[config.mk]
export PLATFORM = sky130hd
export DESIGN_NAME = rand_num_gen_63
export DESIGN_NICKNAME = d
export VERILOG_FILES = /design/src/rtl/rand_num_gen_63.sv
export SDC_FILE = /design/constraint.sdc
export NUM_CORES = 1
export LEC_CHECK = 0
export ABC_AREA = 0
export BUFFER_PORTS_ARGS = -buffer_cell sky130_fd_sc_hd__buf_2
export CORE_ASPECT_RATIO = 0.7
export CORE_MARGIN = 4
export CORE_UTILIZATION = 40
export CTS_CLUSTER_DIAMETER = 150
export DETAILED_ROUTE_END_ITERATION = 8
export PLACE_DENSITY = 0.59
export SYNTH_ARGS = -nofsm -noshare
export SYNTH_HDL_FRONTEND = slang
export SYNTH_SLANG_ARGS = --single-unit
[constraint.sdc]
create_clock -name clk -period 1.4 [get_ports clk]
set_input_delay 0.21 -clock clk [delete_from_list [all_inputs] [get_ports clk]]
set_output_delay 0.21 -clock clk [all_outputs]
set_load 0.01 [all_outputs]
[src/rtl/rand_num_gen_63.sv]
// rand_num_gen_63: free-running 6-bit maximal-length LFSR (x^6+x^5+1),
// period 63, never zero. Gameplay instantiates one per axis with distinct seeds.
//
// Optional feature macro: RNG_FIT_EN
//   defined     -> rnd_fit = 1 + (rnd mod FIT_RANGE), combinational from rnd
//   not defined -> rnd_fit tied to zero, no modulo logic
//
// Parameters:
//   FIT_RANGE  modulus for rnd_fit, legal 1..63 (default 60)
// Ports:
//   clk      in   rising-edge clock
//   reset    in   synchronous active-high reset, loads fixed-up seed
//   en       in   advance enable
//   load     in   synchronous reseed strobe (same effect as reset)
//   seed     in   6-bit seed, zero is replaced by 6'b000001
//   rnd      out  current LFSR state (registered)
//   rnd_fit  out  range-reduced value (combinational from rnd)
//   wrap     out  one-cycle pulse when the sequence returns to its start value
module rand_num_gen_63 #(
   parameter int unsigned FIT_RANGE = 60
) (
   input  logic       clk,
   input  logic       reset,
   input  logic       en,
   input  logic       load,
   input  logic [5:0] seed,
   output logic [5:0] rnd,
   output logic [5:0] rnd_fit,
   output logic       wrap
);

   localparam int unsigned W         = 6;
   localparam logic [W-1:0] LAST_STEP = W'(62);

   // Elaboration-time guard on the modulus
   if (FIT_RANGE < 1 || FIT_RANGE > 63) begin : g_bad_fit_range
      $error("rand_num_gen_63: FIT_RANGE=%0d outside 1..63", FIT_RANGE);
   end

   logic [W-1:0] s_q, s_d;
   logic [W-1:0] start_q, start_d;
   logic [W-1:0] cnt_q, cnt_d;
   logic         wrap_q, wrap_d;
   logic [W-1:0] seed_fix;
   logic [W-1:0] s_adv;

   // All-zero is the LFSR lock-up state, so a zero seed becomes 1
   assign seed_fix = (seed == '0) ? W'(1) : seed;

   // Fibonacci shift-left step
   assign s_adv = {s_q[W-2:0], s_q[W-1] ^ s_q[W-2]};

   // Next-state: load beats advance, advance beats hold
   always_comb begin
      s_d     = s_q;
      start_d = start_q;
      cnt_d   = cnt_q;
      wrap_d  = 1'b0;
      if (load) begin
         s_d     = seed_fix;
         start_d = seed_fix;
         cnt_d   = '0;
      end else if (en) begin
         s_d = s_adv;
         if (cnt_q == LAST_STEP) begin
            cnt_d  = '0;
            // For a maximal-length LFSR the 63rd advance always lands on start
            wrap_d = (s_adv == start_q);
         end else begin
            cnt_d = cnt_q + W'(1);
         end
      end
   end

   // State register with synchronous reset
   always_ff @(posedge clk) begin
      if (reset) begin
         s_q     <= seed_fix;
         start_q <= seed_fix;
         cnt_q   <= '0;
         wrap_q  <= 1'b0;
      end else begin
         s_q     <= s_d;
         start_q <= start_d;
         cnt_q   <= cnt_d;
         wrap_q  <= wrap_d;
      end
   end

   assign rnd  = s_q;
   assign wrap = wrap_q;

`ifdef RNG_FIT_EN
   // Range reduction to 1..FIT_RANGE, valid in the same cycle as rnd
   always_comb begin
      rnd_fit = (s_q % W'(FIT_RANGE)) + W'(1);
   end
`else
   assign rnd_fit = '0;
`endif

endmodule

==> summary.md, run 1 <==
| Metric | Value |
|---|---|
| Clock sinks | `19` |
| CP peak stage delay | `roughly 0.56 ns` |
| Synth cell types | `26` |
| Max Clock Freq | `749 MHz` |
| Reg area | `between 500 and 600 um^2` |
| Setup TNS | `0 ns` |
| ANT nets after route | `0` |
| Area delta synth->final | `19.6%` |
| Row cnt | `14` |
| Synth top cells by count | `edfxtp_1 (12), dfxtp_1 (7), buf_4 (6), mux2_2 (6), xor2_1 (6)` |
| Initial Util | `0.418` |
| Total wire length | `about 1600 um` |
| Routed WL per cell | `about 13 um` |
| Grt ovf | `0` |
| DIE WIDTH | `between 60 and 70 um` |
| Port bufs | `16` |
| Nets | `approximately 110` |
| Die H | `47.7 um` |
| Post-DP HPWL | `1270 um` |
| Synth area leader | `edfxtp_1` |
| Internal power | `a little over 0.8 mW` |
| Layout fillers | `slightly below 200` |
| Tcrit/Tclk final | `0.954` |
| Pwr Density | `1020 nW/um^2` |
| Largest fanout on the critical path | `2` |
| CTS tree | `yes` |
| Tot Pwr | `between 1 and 1.5 mW` |
| Post-synth EDFFs | `12` |
| Switching Share | `0.254` |
| Detailed Route Iter0 Violations | `18` |
| Placer Congestion | `0.769` |
| Fin cells | `roughly 130` |
| Max Cap Viol | `0` |
| Arrival time worst endpoint | `approximately 1.6 ns` |
| Critical-path top delay cell | `or4_4` |
| Hold crit path type | `input pin to flop` |
| Total GRT Usage | `0.111` |
| Critical path cell sequence | `inv_2, ha_4, nand3_2, or4_4, nor3_4` |
| Worst vdd ir | `between 0.5 and 0.6 mV` |
| Pin count of the biggest net entering global routing | `12` |
| CP required | `around 1.6 ns` |
| Final hold vios | `0` |
| Most common cell in the synthesized netlist | `edfxtp_1` |
| First drt pass iteration count | `4` |
| Synth Register Bits | `19` |
| Number of global-route vias before repair | `508` |
| Fin. max-slew vios | `0` |
| Kind of critical path | `flop to flop` |
| CP startpoint kind | `flop` |
| Seq pwr share | `0.605` |
| Syn Std Cell Area | `901 um^2` |
| DRC Markers | `0` |
| Main synth FF type | `edfxtp_1` |
| Core outline area | `roughly 2200 um^2` |
| Placed cell count | `123` |
| Top cells by area, synth | `edfxtp_1 (40%), dfxtp_1 (16%), mux2_2 (7.5%), xor2_1 (5.8%), buf_4 (5.0%)` |
| Routed vias/inst | `4.64` |
| Htree depth | `1` |
| Die area | `3090 um^2` |
| Initial antenna violation count | `0` |
| Postcts setup bufs | `0` |
| Area share of the largest cell type after synthesis | `0.400` |
| First-pass GRT wire length | `2450 um` |
| Status | `finished clean` |
| Clk_skew | `0.0108 ns` |
| Post-route minimum period | `between 1 and 1.5 ns` |
| Layout cells sized above 1 | `0.432` |
| Worst-path clk slew | `roughly 0.11 ns` |
| Multi-input gate area | `between 300 and 400 um^2` |
| Comb power frac | `0.146` |
| Post-Syn Area per Cell | `roughly 12 um^2` |
| Post-synthesis sequential area ratio | `0.556` |
| Setup violators final | `0` |
| Ports | `23` |
| Worst skew pair latency | `~0.30 ns` |
| CTS Root Cell | `clkbuf_4` |
| Max Root-Sink Buffers | `2` |
| Leakage | `between 0.4 and 0.5 nW` |
| # diodes | `0` |
| Async set-reset flop share out of synthesis | `0` |
| Ys Warns | `0` |
| Sw Pwr | `around 0.28 mW` |
| Via count | `between 500 and 600` |
| CTS Buf Count | `3` |
| RSZ-0062 raised after global routing | `false` |
| Clock share of power | `0.249` |
| Crit end category | `flop` |
| Syn Inst Count | `between 70 and 80` |
[power groups by stage]
stage / clock network (mW) / logic, mW / registers [mW]
floorplan: 0 / 0.0968 / 0.684
global placement: 0 / 0.152 / 0.677
detailed placement: 0 / 0.152 / 0.679
CTS: 0.288 / 0.153 / 0.666
global route: 0.315 / 0.178 / 0.671
finish: 0.274 / 0.161 / 0.667
[path summary, 6_finish.rpt]
kind	from	end	slack [ns]	cells after the start
worst min register to register	cnt_q[5]	cnt_q[5]	0.52	2
worst max-delay path	cnt_q[0]	wrap	0.06	5
worst min-delay path	seed[3]	start_q[3]	0.10	1
worst max register to register	cnt_q[0]	wrap	0.06	5
[cell type report]
class	instances	area share
clock inverter	1	0.00465
sequential	19	0.466
tap	32	0.0372
multi-input combinational	48	0.348
clock buffer	3	0.0209
inverter	2	0.00697
timing repair buffer	22	0.116
[per-stage QoR]
step                      setup slack (ns)   util  hold WS [ns]  instance area (um^2)
final                               0.0649  0.500         0.103                  1080
after global routing              0.000434  0.500        0.0805                  1080
after CTS                          0.00175  0.484         0.101                  1040
after detailed placement            0.0302  0.472         0.418                  1020
after global placement              0.0566  0.472         0.419                  1020
after floorplan                      0.109      -         0.377                   920
[sequential cells by signal (all words and copies together), names as in the netlist]
register,count
wrap,1
cnt_q,6
start_q,6
rnd,6
[logic make-up after synthesis]
family,Yosys count,synth area share
DFF,19,0.556
and+or+nand+nor,18,0.112
buffers and inverters,14,0.0847
xor gates and xnor gates,11,0.107
muxes,6,0.0750
AOI/OAI and AO/OA,5,0.0333
adders and majority gates,2,0.0278
other,1,0.00416
[routing by layer]
metal	vias to the layer above	track usage	wire length [um]
met4	0	0.0378	21
met5	-	0	0
met3	2	0.0423	116
li1	289	-	-
met2	26	0.140	613
met1	272	0.169	862
[timing repair]
| action | CTS | global route |
|---|---|---|
| gates resized for setup | 0 | 8 |
| endpoints found under the setup margin | 0 | 1 |
| hold buffers | 0 | 0 |
[placed cells by master (no fill, tap or decap), types with 2 or more instances in the layout]
cell type,count
buf_2,16
buf_4,6
clkbuf_4,3
conb_1,6
dfxtp_1,6
edfxtp_1,12
inv_2,2
mux2_2,6
nand3_1,2
nand4_1,3
nor2_1,5
xnor2_1,5
xor2_1,6
[critical path: cells and delay by family, from the launching register on]
kind          cells  cell delay, ns
simple gates      3            0.75
buf+inv           1            0.07
fa+ha+maj         1            0.13
flops             1            0.34
Note: power is estimated with default switching activity, not from simulation.
==> run 2, diff against run 1 <==
--- a/config.mk
+++ b/config.mk
@@ -12,7 +12,7 @@
 export CORE_UTILIZATION = 40
 export CTS_CLUSTER_DIAMETER = 150
 export DETAILED_ROUTE_END_ITERATION = 8
-export PLACE_DENSITY = 0.59
+export SKIP_LAST_GASP = 1
 export SYNTH_ARGS = -nofsm -noshare
 export SYNTH_HDL_FRONTEND = slang
 export SYNTH_SLANG_ARGS = --single-unit
==> summary.md, run 2 (synthesis gave the netlist of run 1 again) <==
| Metric | Value |
|---|---|
| Status | `finished clean` |
| RSZ-0062 raised after global routing | `true` |
| CTS Root Cell | `clkbuf_4` |
| Worst-path clk slew | `around 0.11 ns` |
| First-pass GRT wire length | `2330 um` |
| Largest fanout on the critical path | `2` |
| Post-DP HPWL | `1200 um` |
| Initial Util | `0.418` |
| WHS Path Cells | `1` |
| Clock sinks | `19` |
| DRC Markers | `0` |
| Die H | `between 40 and 50 um` |
| Placer Congestion | `between 0.7 and 0.8` |
| # diodes | `0` |
| Comb power frac | `0.141` |
| Number of global-route vias before repair | `approximately 480` |
| Design area | `roughly 1100 um^2` |
| Crit end category | `flop` |
| Area delta synth->final | `18.9%` |
| Pwr Density | `slightly above 1000 nW/um^2` |
| Fin. max-slew vios | `0` |
| Via count | `around 570` |
| Seq pwr share | `0.608` |
| Nets | `between 100 and 150` |
| Commonest non-fill, non-tap cell in the layout | `buf_2` |
| Hold crit path type | `input pin to flop` |
| Commonest non-fill, non-tap cells in the layout | `buf_2 (16), edfxtp_1 (12)` |
| Initial antenna violation count | `0` |
| Kind of critical path | `flop to flop` |
| CTS tree | `yes` |
| ANT nets after route | `0` |
| Reg area | `a little over 500 um^2` |
| Fin util | `0.497` |
| Switching Share | `0.247` |
| Routed WL per cell | `between 10 and 15 um` |
| Total wire length | `~1600 um` |
| Setup violators final | `0` |
| Row cnt | `14` |
| Hold-fix buffers, CTS | `0` |
| Max Cap Viol | `0` |
| Leakage | `about 0.4 nW` |
| Detailed Route Iter0 Violations | `13` |
| Placed cell area | `1010 um^2` |
| Ports | `23` |
| Worst skew pair latency | `about 0.3 ns` |
| Reg2reg path depth | `5` |
| Pin count of the biggest net entering global routing | `11` |
| Layout fillers | `roughly 190` |
| Max Clock Freq | `between 700 and 800 MHz` |
| DIE WIDTH | `roughly 65 um` |
| First drt pass iteration count | `3` |
| Grt ovf | `0` |
| Tot Pwr | `between 1 and 1.5 mW` |
| Clk_skew | `0.00774 ns` |
| Tcrit/Tclk final | `0.955` |
| Sw Pwr | `between 0.2 and 0.3 mW` |
| Die area | `3090 um^2` |
| Setup TNS | `0 ns` |
| Total GRT Usage | `0.105` |
| Htree depth | `1` |
| CP required | `between 1.5 and 2 ns` |
| Arrival time worst endpoint | `~1.6 ns` |
| Layout cells sized above 1 | `0.432` |
| Core outline area | `approximately 2200 um^2` |
| Port bufs | `16` |
| Final hold vios | `0` |
| Post-route minimum period | `about 1.3 ns` |
| Max Root-Sink Buffers | `2` |
| Clock share of power | `0.251` |
| Routed vias/inst | `about 4.5` |
| Multi-input gate area | `about 370 um^2` |
| Worst vdd ir | `about 0.63 mV` |
| CP startpoint kind | `flop` |
| Internal power | `about 0.82 mW` |
| CTS Buf Count | `3` |
[run 2: changes by cell type in the layout (fill, tap and decap cells not counted)]
cell,change
clkbuf_1,+1
clkinv_2,-1
dfxtp_1,-1
dfxtp_2,+1
nor3_2,+1
nor3_4,-1
[run 2: worst max-delay path: stages, from the launching register on]
cell and delay, ns:
dfxtp_2 0.34, inv_2 0.06, ha_4 0.12, nand3_2 0.07, or4_4 0.54, nor3_2 0.15
[run 2: power groups by stage]
| stage | combinational (mW) | sequential, mW | clock (mW) |
|---|---|---|---|
| floorplan | 0.0968 | 0.684 | 0 |
| CTS | 0.150 | 0.665 | 0.282 |
| detailed placement | 0.149 | 0.679 | 0 |
| global placement | 0.151 | 0.678 | 0 |
| finish | 0.154 | 0.666 | 0.276 |
| global route | 0.170 | 0.672 | 0.310 |
[run 2: cell type report]
cell class / count / share of cell area
tap: 32 / 0.0374
clock buffer: 4 / 0.0245
inverter: 2 / 0.00701
multi-input combinational: 48 / 0.345
sequential: 19 / 0.470
timing repair buffer: 22 / 0.117
[run 2: worst paths after layout]
path,start,to,slack [ns]
worst max-delay path,cnt_q[0],wrap,0.06
worst max register to register,cnt_q[0],wrap,0.06
worst min register to register,cnt_q[5],cnt_q[5],0.53
worst min-delay path,seed[1],start_q[1],0.11
[run 2: timing repair]
item	in CTS	in global routing
setup buffers	0	1
setup endpoints to repair	0	1
endpoints found under the hold margin	0	0
resized for setup	0	8
[run 2: metrics by stage]
| step | instances | hold slack, ns | setup slack [ns] |
|---|---|---|---|
| 2_1_floorplan | 81 | 0.377 | 0.109 |
| 6_report | 127 | 0.106 | 0.0630 |
| 3_3_place_gp | 122 | 0.415 | 0.0556 |
| 3_5_place_dp | 122 | 0.416 | 0.0454 |
| 4_1_cts | 126 | 0.103 | 0.0190 |
| 5_1_grt | 127 | 0.0926 | -0.0225 |
[run 2: layer usage]
| layer | wire (um) | track usage | up-vias | share of wire |
|---|---|---|---|---|
| met5 | 0 | 0 | - | 0 |
| met4 | 29 | 0.0378 | 0 | 0.019 |
| met3 | 91 | 0.0516 | 4 | 0.058 |
| met2 | 569 | 0.120 | 17 | 0.37 |
| met1 | 866 | 0.162 | 257 | 0.56 |
| li1 | - | - | 290 | - |
